[config.mk]
export PLATFORM = sky130hd
export DESIGN_NAME = dsm_cic_decimator
export DESIGN_NICKNAME = d
export VERILOG_FILES = /design/src/rtl/dsm_cic_decimator.sv
export SDC_FILE = /design/constraint.sdc
export NUM_CORES = 1
export LEC_CHECK = 0
export BUFFER_PORTS_ARGS = -buffer_cell sky130_fd_sc_hd__buf_2
export CORE_UTILIZATION = 47
export DETAILED_ROUTE_END_ITERATION = 8
export MAX_ROUTING_LAYER = met4
export PLACE_DENSITY_LB_ADDON = 0.15
export SLEW_MARGIN = 20
export SYNTH_ARGS = -nofsm -noshare
export SYNTH_HDL_FRONTEND = slang
export SYNTH_SLANG_ARGS = --single-unit
[constraint.sdc]
create_clock -name clock -period 11.2 [get_ports clock]
set_clock_uncertainty 0.05 [all_clocks]
set_input_delay 0.56 -clock clock [delete_from_list [all_inputs] [get_ports clock]]
set_output_delay 0.56 -clock clock [all_outputs]
set_load 0.02 [all_outputs]
[src/rtl/dsm_cic_decimator.sv]
`default_nettype none
// ==========================================================================
// dsm_cic_decimator : 3-level delta-sigma code stream -> sinc^3 CIC decimator
// Revision 1.0
// ==========================================================================
module dsm_cic_decimator #(
  parameter  int LOG2_R = 6,
  localparam int W      = 2 + 3 * LOG2_R
) (
  input  logic                clock,
  input  logic                reset,
  input  logic [1:0]          pwm,
  input  logic                pwm_valid,
  input  logic                sync,
  output logic signed [W-1:0] dout,
  output logic                dout_valid,
  output logic                code_err
);

  localparam logic [LOG2_R-1:0] CNT_LAST = '1;
  localparam logic [1:0]        CODE_POS = 2'b01;
  localparam logic [1:0]        CODE_NEG = 2'b11;
  localparam logic [1:0]        CODE_BAD = 2'b10;

  logic [W-1:0]      i1_q, i2_q, i3_q;
  logic [W-1:0]      i1_d, i2_d, i3_d;
  logic [W-1:0]      d1_q, d2_q, d3_q;
  logic [W-1:0]      c1_d, c2_d, c3_d;
  logic [W-1:0]      dout_q;
  logic [W-1:0]      x_d;
  logic [LOG2_R-1:0] cnt_q;
  logic              valid_q;
  logic              err_q;
  logic              tick_d;

  // Integrators and combs wrap modulo 2^W; the comb differences cancel the wrap.
  always_comb begin
    x_d = '0;
    case (pwm)
      CODE_POS: x_d = {{(W-1){1'b0}}, 1'b1};
      CODE_NEG: x_d = '1;
      default:  x_d = '0;
    endcase
    i1_d   = i1_q + x_d;
    i2_d   = i2_q + i1_d;
    i3_d   = i3_q + i2_d;
    tick_d = pwm_valid & ~sync & (cnt_q == CNT_LAST);
    c1_d   = i3_d - d1_q;
    c2_d   = c1_d - d2_q;
    c3_d   = c2_d - d3_q;
  end

  always_ff @(posedge clock) begin
    if (reset) begin
      i1_q    <= '0;
      i2_q    <= '0;
      i3_q    <= '0;
      d1_q    <= '0;
      d2_q    <= '0;
      d3_q    <= '0;
      dout_q  <= '0;
      cnt_q   <= '0;
      valid_q <= 1'b0;
      err_q   <= 1'b0;
    end else begin
      valid_q <= tick_d;
      if (pwm_valid) begin
        i1_q <= i1_d;
        i2_q <= i2_d;
        i3_q <= i3_d;
      end
      // sync realigns the phase even when no sample is accepted
      if (sync) begin
        cnt_q <= '0;
      end else if (pwm_valid) begin
        cnt_q <= cnt_q + 1'b1;
      end
      if (tick_d) begin
        d1_q   <= i3_d;
        d2_q   <= c1_d;
        d3_q   <= c2_d;
        dout_q <= c3_d;
      end
      if (pwm_valid && (pwm == CODE_BAD)) begin
        err_q <= 1'b1;
      end
    end
  end

  assign dout       = dout_q;
  assign dout_valid = valid_q;
  assign code_err   = err_q;

endmodule
`default_nettype wire

### Word-level counts from Yosys, hierarchy flattened

Cells that the tools add are included.

| cells by class | value |
|---|---|
| shift operators | 0 |
| $lt $le $gt $ge | 0 |
| bitwise operators | 3 |
| divide/modulo/power cells | 0 |
| muxes and demuxes | 1 |
| add/sub/neg operators | 7 |
| $mul | 0 |
| reductions and logical operators | 2 |
| equality and inequality tests | 4 |

Operators with widths:

| cell | number |
|---|---|
| 20-bit adder | 3 |
| 20-bit subtractor | 3 |
| 20-bit one-hot mux with 2 select lines | 1 |
| 6-bit by 1-bit adder with 6-bit output, second input constant | 1 |
| 6-bit == test, second input constant | 1 |
| 2-bit == test, second input constant | 2 |
| 1-bit bitwise AND | 2 |
| 2-bit by 1-bit == test with 1-bit output, second input constant | 1 |
| 2-bit OR reduction | 1 |
| 1-bit logical AND | 1 |
| 1-bit inverter | 1 |

| word-level totals | value |
|---|---|
| ROM bits | 0 |
| bits in registers | 148 |
| RAM bits | 0 |
| input port bits | 6 |
| memories kept | 0 |
| bits in latches | 0 |

### Depth between registers and ports, before layout

| logic depth | value |
|---|---|
| depth in word-level cells | 8 |
| gate-level depth with buffers | 46 |
| mapped depth without buffers | 44 |

### Worst setup path before layout

Ideal clock, no wire load.

| timing path | value |
|---|---|
| kind | input to register |
| start | input port pwm[1] |
| end | register dout_q[19], in the netlist dout[19] |
| data required time | 11033 ps |
| stages on the path | 40 |
| arrival | 8565 ps |
| path slack | 2468 ps |
| path through | nand2_4 clkbuf_1 clkbuf_1 xnor2_1 ha_1 o211a_1 o221ai_1 nand3_1 or3_1 o31ai_1 xor2_1 ha_1 a21boi_1 o21ai_0 nand2b_1 xor2_1 ha_1 a211o_1 [... 4 more ...] ha_1 a2111oi_0 nor2_1 a21oi_1 o21bai_1 a21oi_1 xnor2_1 ha_1 and4_1 a311o_1 a31oi_1 xnor2_1 ha_1 or3_1 o311a_1 o311ai_1 xnor2_1 a22o_1 |

| on the way | value |
|---|---|
| cells in the longest elaborated chain, start to end | 8 |
| elaborated cells on any way between the ends | 9 |
| classes of those cells | 6 x add/sub; 2 x eq/ne; 1 x mux |

Ends and longest elaborated chain:

| what | line | RTL |
|---|---|---|
| start: declaration | 12 | `input logic [1:0] pwm,` |
| 2-bit == test / 2-bit by 1-bit == test with 1-bit output (equally long branches) | 39 | `case (pwm)` |
| 20-bit one-hot mux with 2 select lines (*) | 39 |  |
| 20-bit adder (*) | 44 | `i1_d = i1_q + x_d;` |
| via i1_d[6] | 26 | `logic [W-1:0] i1_d, i2_d, i3_d;` |
| 20-bit adder (*) | 45 | `i2_d = i2_q + i1_d;` |
| via i2_d[8] | 26 |  |
| 20-bit adder (*) | 46 | `i3_d = i3_q + i2_d;` |
| via i3_d[9] | 26 |  |
| 20-bit subtractor (*) | 48 | `c1_d = i3_d - d1_q;` |
| via c1_d[13] | 28 | `logic [W-1:0] c1_d, c2_d, c3_d;` |
| 20-bit subtractor (*) | 49 | `c2_d = c1_d - d2_q;` |
| via c2_d[17] | 28 |  |
| 20-bit subtractor (*) | 50 | `c3_d = c2_d - d3_q;` |
| end signal: assignment | 61 | `dout_q <= '0;` |
| end signal: assignment | 82 | `dout_q <= c3_d;` |
| end: declaration | 29 | `logic [W-1:0] dout_q;` |

Mark *: on every way through the listed nets, which the timed path passes. The rest lies on a longest branch.
A chain may end at the register's enable or synchronous reset.

### Worst setup path after layout

| timing path | value |
|---|---|
| start | input port pwm[0] |
| end | register dout_q[19], in the netlist dout[19] |

Same word-level chain as after synthesis.

==> results.yml <==
run_status:
  outcome: "finished clean"
detailed_routing:
  vias_per_cell: 5.37
  drtIter0Drc: 438
  drc: 0
  avgRoutedWirePerCell_um: 13.9
  first_pass_iters: 5
  vias: 8752
  ant_nets: 0
  routed_wl_mm: 22.7
setup_path:
  cp_common_cell: "ha_1"
  cpPeakStageDelay_ns: 0.68
  end_kind: "flip-flop"
  r2r_setup_slack_ns: 2.33
  crit_type: "primary input to flip-flop"
  critPathMaxFanout: 22
  start_kind: "primary input"
  cp.required_ns: 11.47
  crit_arrival_ns: 9.30
  worst_path_max_delay_cell: "a2111oi_0"
  reg2reg_depth: 37
finish:
  n_antenna_cell: 0
  fin_nets: 1450
  syn_to_final_growth_pct: 8.49
  instances_no_fill: 1630
  final_cell_mix: "nand2_1 (175), dfxtp_1 (148), nor2_1 (140)"
  final_util_pct: 52.2
  drive_gt1_share_pct: 6.44
  final_common_cell: "nand2_1"
  n_fill_cell: 2147
grt:
  use_met3_pct: 3.32
  grt_pass1_wl_mm: 37.5
  grt_util_met1_pct: 27.7
  grtUsageTotal_pct: 20.9
  first_global_vias: 7818
  grt-ovfl-total: 0
  grt_max_degree: 86
  grt.met2_usage_pct: 33.2
  antenna_found_initial: 0
  busiest_layer: "met2"
placement:
  gp_congestion: 0.839
  dp_slack_ns: 1.83
  portBuffers: 27
  dp_cells: 1599
  post-dp-hpwl_mm: 16.2
floorplan:
  die_h_um: 152
  die_w_um: 152
  start_util_pct: 48.1
  dieArea_sq_um: 23000
  core_region_area_sq_um: 21900
  num_rows: 54
  pin_count: 28
job:
  cap_violations: 0
clock_network:
  cts-root-buf: "clkbuf_16"
  path_clk_slew_ns: 0.06
  cts_tree: "done"
  clock-sinks: 148
  h-tree-depth: 4
  cts_buffers: 17
  post-cts-setup-buffers: 0
  ctsHoldBuffers: 0
  clockBufferDepth: 2
  clk-insertion-delay-late_ns: 0.42
  cts-resized-gates: 0
timing:
  tns_ns: 0
  fmax_ghz: 0.111
  slew_headroom_pct: 34.1
  fin_crit_ns: 9.03
  drv_slew: 0
  hold_viol: 0
  setup-violations-final: 0
  finalCritPeriodShare_pct: 80.6
  max_slew.worst_pin.slew_ns: 0.988
  rsz0062_at_grt: "no"
  fin_ws_ns: 2.17
synthesis:
  syn-num-nets: 1455
  ys_ff_latch: 148
  syn_area_sq_um: 10500
  postSynthCellCount: 1343
  synth_top_area_share_pct: 28.2
  synth_flop_cell: "dfxtp_1"
  ys_warn_count: 0
  synth_edf_count: 0
  async_flop_share_pct: 0
  yosys-top-cells-area: "dfxtp_1 (28%), ha_1 (12%), xnor2_1 (6.7%)"
  ys_seq_area_share_pct: 28.2
  syn_avg_cell_area_sq_um: 7.84
  synth_area_leader_cell: "dfxtp_1"
  yosys.cell_types.count: 81
worst_hold_path:
  min_path_type: "flip-flop to flip-flop"
  min_path_cells: 2
## stage by stage
stage / hold slack [ns] / area (sq um)
after detailed placement: 0.393 / 10800
after CTS: 0.399 / 11400
after floorplan: 0.386 / 10500
final: 0.396 / 11400
after global placement: 0.386 / 10800
after global routing: 0.422 / 11400
## layout make-up
type	instances	area, sq um	share of cell area, %
inverter	95	358	3.13
clock inverter	12	180	1.58
sequential	148	2960	26.0
tap	280	350	3.07
multi-input combinational	1045	6950	60.9
timing repair buffer	31	170	1.49
clock buffer	19	443	3.88
## metal layers
| metal | share of wire, % | vias up | routed length (um) |
|---|---|---|---|
| li1 | - | 4655 | - |
| met1 | 52 | 3976 | 11800 |
| met2 | 45 | 105 | 10100 |
| met3 | 2.6 | 16 | 589 |
| met4 | 0.88 | 0 | 200 |
| met5 | 0 | - | 0 |
## synth_stat cells, drive strengths merged, types with 14 or more instances
| library cell | n |
|---|---|
| a31oi | 15 |
| nor2 | 140 |
| xor2 | 28 |
| clkbuf | 49 |
| a211oi | 27 |
| nor3 | 37 |
| o21ai | 42 |
| nand3 | 33 |
| xnor2 | 81 |
| a21oi | 122 |
| a21o | 22 |
| mux2i | 46 |
| o21a | 14 |
| or3 | 16 |
| ha | 101 |
| dfxtp | 148 |
| inv | 93 |
| nand2 | 176 |
## registers in the layout, indices dropped and copies added (netlist names), 6 cells and up
signal	cells
cnt_q	6
d2_q	20
d3_q	20
i2_q	20
d1_q	20
i1_q	20
dout	20
i3_q	20
## worst max-delay path: cells and delay by family
kind	cells	cell delay, ns
buf+inv	3	0.49
xor+xnor	6	1.14
fa+ha+maj	6	1.93
compound gates	16	3.75
simple gates	7	1.41
## worst paths after layout
path            start       end
max            pwm[0]  dout[19]
min          dout[13]  dout[13]
max reg2reg   i1_q[0]  dout[19]
min reg2reg  dout[13]  dout[13]
## kinds of logic after synthesis
logic type                 Yosys count  share of synthesized area [%]
AOI/OAI and AO/OA                  309                           19.0
xor gates and xnor gates           110                           9.37
adders and majority gates          106                           13.0
buffers and inverters              150                           5.84
DFF                                148                           28.2
muxes                               46                           4.38
and+or+nand+nor                    474                           20.3
Power is left out: the tool's default activity adds up to more than one toggle a clock period on the data nets, which glitch-free logic cannot reach.
